--- src/rtl/tile_pkg.sv ---
// Shared types and default sizing for the falling-tile step sequencer.
package tile_pkg;

  typedef enum logic [2:0] {
    StIdle  = 3'd0,
    StWait  = 3'd1,
    StShift = 3'd2,
    StCheck = 3'd3,
    StDraw  = 3'd4,
    StOver  = 3'd5
  } state_e;

  localparam int unsigned LANES_DEF   = 4;
  localparam int unsigned ROWS_DEF    = 8;
  localparam int unsigned SCORE_W_DEF = 24;
  localparam int unsigned GRID_W      = LANES_DEF * ROWS_DEF;

endpackage

--- src/rtl/lane_grid.sv ---
// Tile grid shift register with row-0 insertion and bottom-row capture.
// Optional TILE_GAP_EN inserts an empty row on every other shift.
module lane_grid
  import tile_pkg::*;
#(
  parameter int unsigned LANES = LANES_DEF,
  parameter int unsigned ROWS  = ROWS_DEF,
  localparam int unsigned LaneW = (LANES > 1) ? $clog2(LANES) : 1
) (
  input  logic                   i_clk,
  input  logic                   i_reset,
  input  logic                   i_clear,
  input  logic                   i_shift,
  input  logic [LaneW-1:0]       i_rand_lane,
  output logic [LANES*ROWS-1:0]  o_grid,
  output logic [LANES-1:0]       o_hit_row
);

  logic [LANES*ROWS-1:0] r_grid;
  logic [LANES-1:0]      r_hit_row;
  logic [LANES-1:0]      w_onehot;
  logic [LANES-1:0]      w_row0;

  always_comb begin
    w_onehot              = '0;
    w_onehot[i_rand_lane] = 1'b1;
  end

`ifdef TILE_GAP_EN
  logic r_gap;

  always_ff @(posedge i_clk or posedge i_reset) begin
    if (i_reset) begin
      r_gap <= 1'b0;
    end else if (i_clear) begin
      r_gap <= 1'b0;
    end else if (i_shift) begin
      r_gap <= ~r_gap;
    end
  end

  assign w_row0 = r_gap ? '0 : w_onehot;
`else
  assign w_row0 = w_onehot;
`endif

  // Row r lives at bits [r*LANES +: LANES], so moving down a row is a left shift.
  always_ff @(posedge i_clk or posedge i_reset) begin
    if (i_reset) begin
      r_grid    <= '0;
      r_hit_row <= '0;
    end else if (i_clear) begin
      r_grid    <= '0;
      r_hit_row <= '0;
    end else if (i_shift) begin
      r_hit_row <= r_grid[LANES*ROWS-1 -: LANES];
      r_grid    <= {r_grid[LANES*(ROWS-1)-1:0], w_row0};
    end
  end

  assign o_grid    = r_grid;
  assign o_hit_row = r_hit_row;

endmodule

--- src/rtl/tile_step_ctrl.sv ---
// Game-step sequencer: wait handshake, grid shift, key judge, score, draw handshake.
// Build option TILE_GAP_EN (see lane_grid) alternates tiles with empty rows.
module tile_step_ctrl
  import tile_pkg::*;
#(
  parameter int unsigned LANES   = LANES_DEF,
  parameter int unsigned ROWS    = ROWS_DEF,
  parameter int unsigned SCORE_W = SCORE_W_DEF,
  localparam int unsigned LaneW  = (LANES > 1) ? $clog2(LANES) : 1
) (
  input  logic                  i_clk,
  input  logic                  i_reset,
  input  logic                  i_start,
  input  logic [LANES-1:0]      i_key,
  input  logic [LaneW-1:0]      i_rand_lane,
  input  logic                  i_wait_done,
  output logic                  o_wait_go,
  output logic                  o_draw_req,
  input  logic                  i_draw_ack,
  output logic [LANES*ROWS-1:0] o_grid,
  output logic [SCORE_W-1:0]    o_score,
  output logic                  o_game_over
);

  state_e               r_state, w_state_d;
  logic [LANES-1:0]     r_key_seen, w_key_seen_d;
  logic [SCORE_W-1:0]   r_score, w_score_d;
  logic                 r_wait_go, w_wait_go_d;
  logic                 r_draw_req, w_draw_req_d;
  logic                 r_game_over, w_game_over_d;
  logic                 w_clear;
  logic                 w_shift;
  logic [LANES-1:0]     w_hit_row;

  lane_grid #(
    .LANES (LANES),
    .ROWS  (ROWS)
  ) u_lane_grid (
    .i_clk       (i_clk),
    .i_reset     (i_reset),
    .i_clear     (w_clear),
    .i_shift     (w_shift),
    .i_rand_lane (i_rand_lane),
    .o_grid      (o_grid),
    .o_hit_row   (w_hit_row)
  );

  always_comb begin
    w_state_d    = r_state;
    w_key_seen_d = r_key_seen;
    w_score_d    = r_score;
    w_clear      = 1'b0;
    w_shift      = 1'b0;
    unique case (r_state)
      StIdle, StOver: begin
        if (i_start) begin
          w_clear      = 1'b1;
          w_score_d    = '0;
          w_key_seen_d = '0;
          w_state_d    = StWait;
        end
      end
      StWait: begin
        w_key_seen_d = r_key_seen | i_key;
        if (i_wait_done) w_state_d = StShift;
      end
      StShift: begin
        w_shift   = 1'b1;
        w_state_d = StCheck;
      end
      StCheck: begin
        if (w_hit_row == '0) begin
          w_state_d = StDraw;
        end else if (r_key_seen == w_hit_row) begin
          if (r_score != '1) w_score_d = r_score + SCORE_W'(1);
          w_state_d = StDraw;
        end else begin
          w_state_d = StOver;
        end
      end
      StDraw: begin
        if (i_draw_ack) begin
          w_key_seen_d = '0;
          w_state_d    = StWait;
        end
      end
      default: w_state_d = StIdle;
    endcase

    w_wait_go_d   = (w_state_d == StWait);
    w_game_over_d = (w_state_d == StOver);
    w_draw_req_d  = 1'b0;
    if (w_state_d == StDraw) begin
      w_draw_req_d = 1'b1;
    end else if (w_state_d == StOver) begin
      // Entering OVER raises the request; once acknowledged it stays down.
      w_draw_req_d = (r_state == StOver) ? (r_draw_req & ~i_draw_ack) : 1'b1;
    end
  end

  always_ff @(posedge i_clk or posedge i_reset) begin
    if (i_reset) begin
      r_state     <= StIdle;
      r_key_seen  <= '0;
      r_score     <= '0;
      r_wait_go   <= 1'b0;
      r_draw_req  <= 1'b0;
      r_game_over <= 1'b0;
    end else begin
      r_state     <= w_state_d;
      r_key_seen  <= w_key_seen_d;
      r_score     <= w_score_d;
      r_wait_go   <= w_wait_go_d;
      r_draw_req  <= w_draw_req_d;
      r_game_over <= w_game_over_d;
    end
  end

  assign o_wait_go   = r_wait_go;
  assign o_draw_req  = r_draw_req;
  assign o_score     = r_score;
  assign o_game_over = r_game_over;

endmodule

--- config.mk ---
export PLATFORM = sky130hd
export DESIGN_NAME = tile_step_ctrl
export DESIGN_NICKNAME = d
export VERILOG_FILES = /design/src/rtl/tile_pkg.sv /design/src/rtl/lane_grid.sv /design/src/rtl/tile_step_ctrl.sv
export SDC_FILE = /design/constraint.sdc
export NUM_CORES = 1
export LEC_CHECK = 0
export ABC_AREA = 1
export CAP_MARGIN = 30
export CORE_MARGIN = 4
export CORE_UTILIZATION = 23
export DETAILED_ROUTE_END_ITERATION = 8
export GPL_TIMING_DRIVEN = 0
export PLACE_DENSITY_LB_ADDON = 0.2
export RECOVER_POWER = 50
export SYNTH_ARGS = -nofsm -noshare
export SYNTH_HDL_FRONTEND = slang
export SYNTH_SLANG_ARGS = --single-unit
--- constraint.sdc ---
create_clock -name i_clk -period 2.46 [get_ports i_clk]
set_input_delay 0.615 -clock i_clk [delete_from_list [all_inputs] [get_ports i_clk]]
set_output_delay 0.615 -clock i_clk [all_outputs]
set_load 0.03 [all_outputs]
==> impl_metrics.csv <==
group,metric,value,unit
clock_network,clock_tree.root_cell,"clkbuf_16",
worst_setup_path,critPathKind,"flip-flop to output pin",
route,via_count,3275,
final_layout,stdcell_area,0.00491,mm²
die,coreArea,0.0153,mm²
place,gp_congestion,0.841,
worst_setup_path,cp-start-kind,"flip-flop",
logic_synthesis,synth_edf_count,0,
min_path,hp-class,"flip-flop to flip-flop",
place,place_ws,0.317,ns
place,place_area,0.00460,mm²
worst_setup_path,path_delay_family,"buffers and inverters",
logic_synthesis,synth_warnings,0,
timing,period_share,88.4,%
clock_network,postCtsResizedCells,0,
die,die_height,133,µm
route,detail-route-antenna-nets,0,
logic_synthesis,synth_area,0.00361,mm²
final_layout,area_growth_syn_to_layout,35.9,%
route,wirelength_met1,4570,µm
clock_network,post-cts-setup-buffers,0,
clock_network,h-tree-depth,3,
final_layout,drive_above_1_share,5.99,%
worst_setup_path,cp_num_buf_inv,1,
final_layout,fin_nets,558,
timing,hold_slack,0.518,ns
worst_setup_path,crit_required,1.85,ns
final_layout,layout_commonest_cell,"nand2_1",
timing,fin_crit,2.17,ns
worst_setup_path,crit_fanout,8,
place,dpl.cell_count,746,
worst_setup_path,slowest_stage,"clkdlybuf4s50_1",
timing,fmax,460,MHz
route,detail_route.wl_per_cell,13.0,µm
timing,relSlewSlack,18.1,%
route,dr_wl_met2,4430,µm
logic_synthesis,ys_seq_elements,70,
timing,skew,0.00956,ns
place,hpwl,7380,µm
worst_setup_path,slowest_delay,0.73,ns
clock_network,cts_buffer_depth,2,
clock_network,clock_latency,0.34,ns
worst_setup_path,cp_cell_sequence,"clkdlybuf4s50_1",
clock_network,clk_pin_slew,0.06,ns
place,io_buffers,69,
final_layout,fillers,1654,
logic_synthesis,syn-num-nets,477,
route,drtIter0Drc,199,
final_layout,most-common-layout-cells,"nand2_1 (121), nor2_1 (73), dfrtp_1 (70)",
worst_setup_path,critPathArrivalTime,1.56,ns
grt,grt_max_degree,43,
logic_synthesis,async_reset_ff_share,100,%
grt,antenna_found_initial,0,
timing,finalSetupViolations,0,
logic_synthesis,yosys.cell_types.count,27,
timing,slew_viol_final,0,
route,drc,0,
route,vias_per_cell,4.30,
logic_synthesis,synth_top_area_share,48.5,%
clock_network,clock_sinks,70,
power,peakVddDrop,0.000433,V
grt,grt_pass1_vias,3242,
die,die_w,133,µm
logic_synthesis,synthFlopType,"dfrtp_1",
clock_network,cts_hold_buf,0,
clock_network,cts_tree,"done",
grt,grt_pass1_wl,16600,µm
grt,gr-usage-all-layers,11.6,%
die,io_pins,70,
logic_synthesis,ys_seq_area_share,48.5,%
timing,tightest_slew,1.23,ns
final_layout,multiInputGateArea,0.00152,mm²
clock_network,numCtsBuffers,9,
logic_synthesis,synth_area_leaders,"dfrtp_1 (49%), nand2_1 (13%), nor2_1 (7.4%), a22oi_1 (6.7%), inv_1 (6.3%)",
logic_synthesis,synth_area_per_cell,7.77,µm²
die,die_area,0.0178,mm²
power,power_leakage,0.00238,µW
timing,layout_setup_ws,0.285,ns
route,met3WireLength,756,µm
die,row_count,45,
route,dr.pass1.iters,5,
power,power_density,862,mW/mm²
job,maxCapViolations,0,
logic_synthesis,synth.largest_area_cell,"dfrtp_1",
grt,overflow,0,
route,top_layer,"met4",
final_layout,fin_cells,762,
timing,hold_viol_final,0,
status,status,"complete, no violations",
final_layout,diodes,0,
die,start_util,23.6,%
timing,rsz0062_at_grt,"false",
route,finalWirelength,9920,µm
worst_setup_path,end_kind,"output pin",
final_layout,regArea,0.00175,mm²
logic_synthesis,syn_inst,465,
-- metrics by stage --
step                power (µW)  util (%)  TNS, ns
CTS                       4320      32.1        0
global route              4500      32.0        0
finish                    4230      32.0        0
floorplan                 2340         -        0
detailed placement        2860      30.0        0
global placement          2830      29.8   -91.92
-- logic make-up after synthesis --
logic type	count (synthesis)	share of synthesized area, %
adder cells (fa/ha/maj)	1	0.346
AND/OR/NAND/NOR	250	29.1
flip-flops	70	48.5
AO/OA/AOI/OAI	48	8.87
buffers and inverters	79	9.01
XOR/XNOR	17	4.12
-- layer usage --
layer | GRT usage (%) | up-vias
met5 | 0 | -
met4 | 4.74 | 0
met3 | 4.38 | 13
met2 | 17.4 | 84
met1 | 14.9 | 1545
li1 | - | 1633
-- cell usage after synthesis (2+ instances only) --
master and instances:
o21ai_0 9, nor2_2 2, dfrtp_1 70, nand3_1 37, nand4_1 3, a21oi_1 7, buf_1 3, buf_4 2
buf_6 2, nand3_2 2, inv_2 4, nand2_4 2, xnor2_1 6, clkbuf_1 2, buf_2 5, inv_1 61
xor2_1 11, nand2_1 121, nor2_1 71, nor3_1 7, a22oi_1 32
-- where the power goes --
| group | switching [µW] | total, µW | leakage [µW] | internal, µW |
|---|---|---|---|---|
| clock | 533 | 1430 | 0.000154 | 897 |
| sequential | 149 | 1460 | 0.000965 | 1320 |
| combinational | 901 | 1330 | 0.00126 | 434 |
-- final timing paths --
path / from / endpoint / slack [ns] / cells after the start
setup / recovery: o_score[0]$_DFFE_PP0P_ / o_score[0] / 0.29 / 1
hold / removal: u_lane_grid.o_grid[20]$_DFFE_PP0P_ / u_lane_grid.o_grid[20]$_DFFE_PP0P_ / 0.52 / 2
setup reg to reg: o_score[0]$_DFFE_PP0P_ / o_score[22]$_DFFE_PP0P_ / 0.39 / 11
hold reg to reg: u_lane_grid.o_grid[20]$_DFFE_PP0P_ / u_lane_grid.o_grid[20]$_DFFE_PP0P_ / 0.52 / 2
max in group asynchronous: i_reset / o_draw_req$_DFF_PP0_ / 0.60 / 3
min in group asynchronous: i_reset / u_lane_grid.o_grid[18]$_DFFE_PP0P_ / 1.06 / 2
-- layout make-up --
cell class	count	area share, %
tap	211	5.38
sequential	70	35.7
clock inverter	6	1.91
clock buffer	10	4.67
buffer	14	1.66
inverter	65	4.97
timing repair buffer	70	14.6
multi-input combinational	316	31.1
-- sequential cells by signal, indices dropped and copies added (netlist names) --
signal / flops
u_lane_grid.o_grid: 32
o_score: 24
r_key_seen: 4
u_lane_grid.o_hit_row: 4
r_state: 3
o_draw_req: 1
o_game_over: 1
o_wait_go: 1
Power figures use the tool's default switching activity.
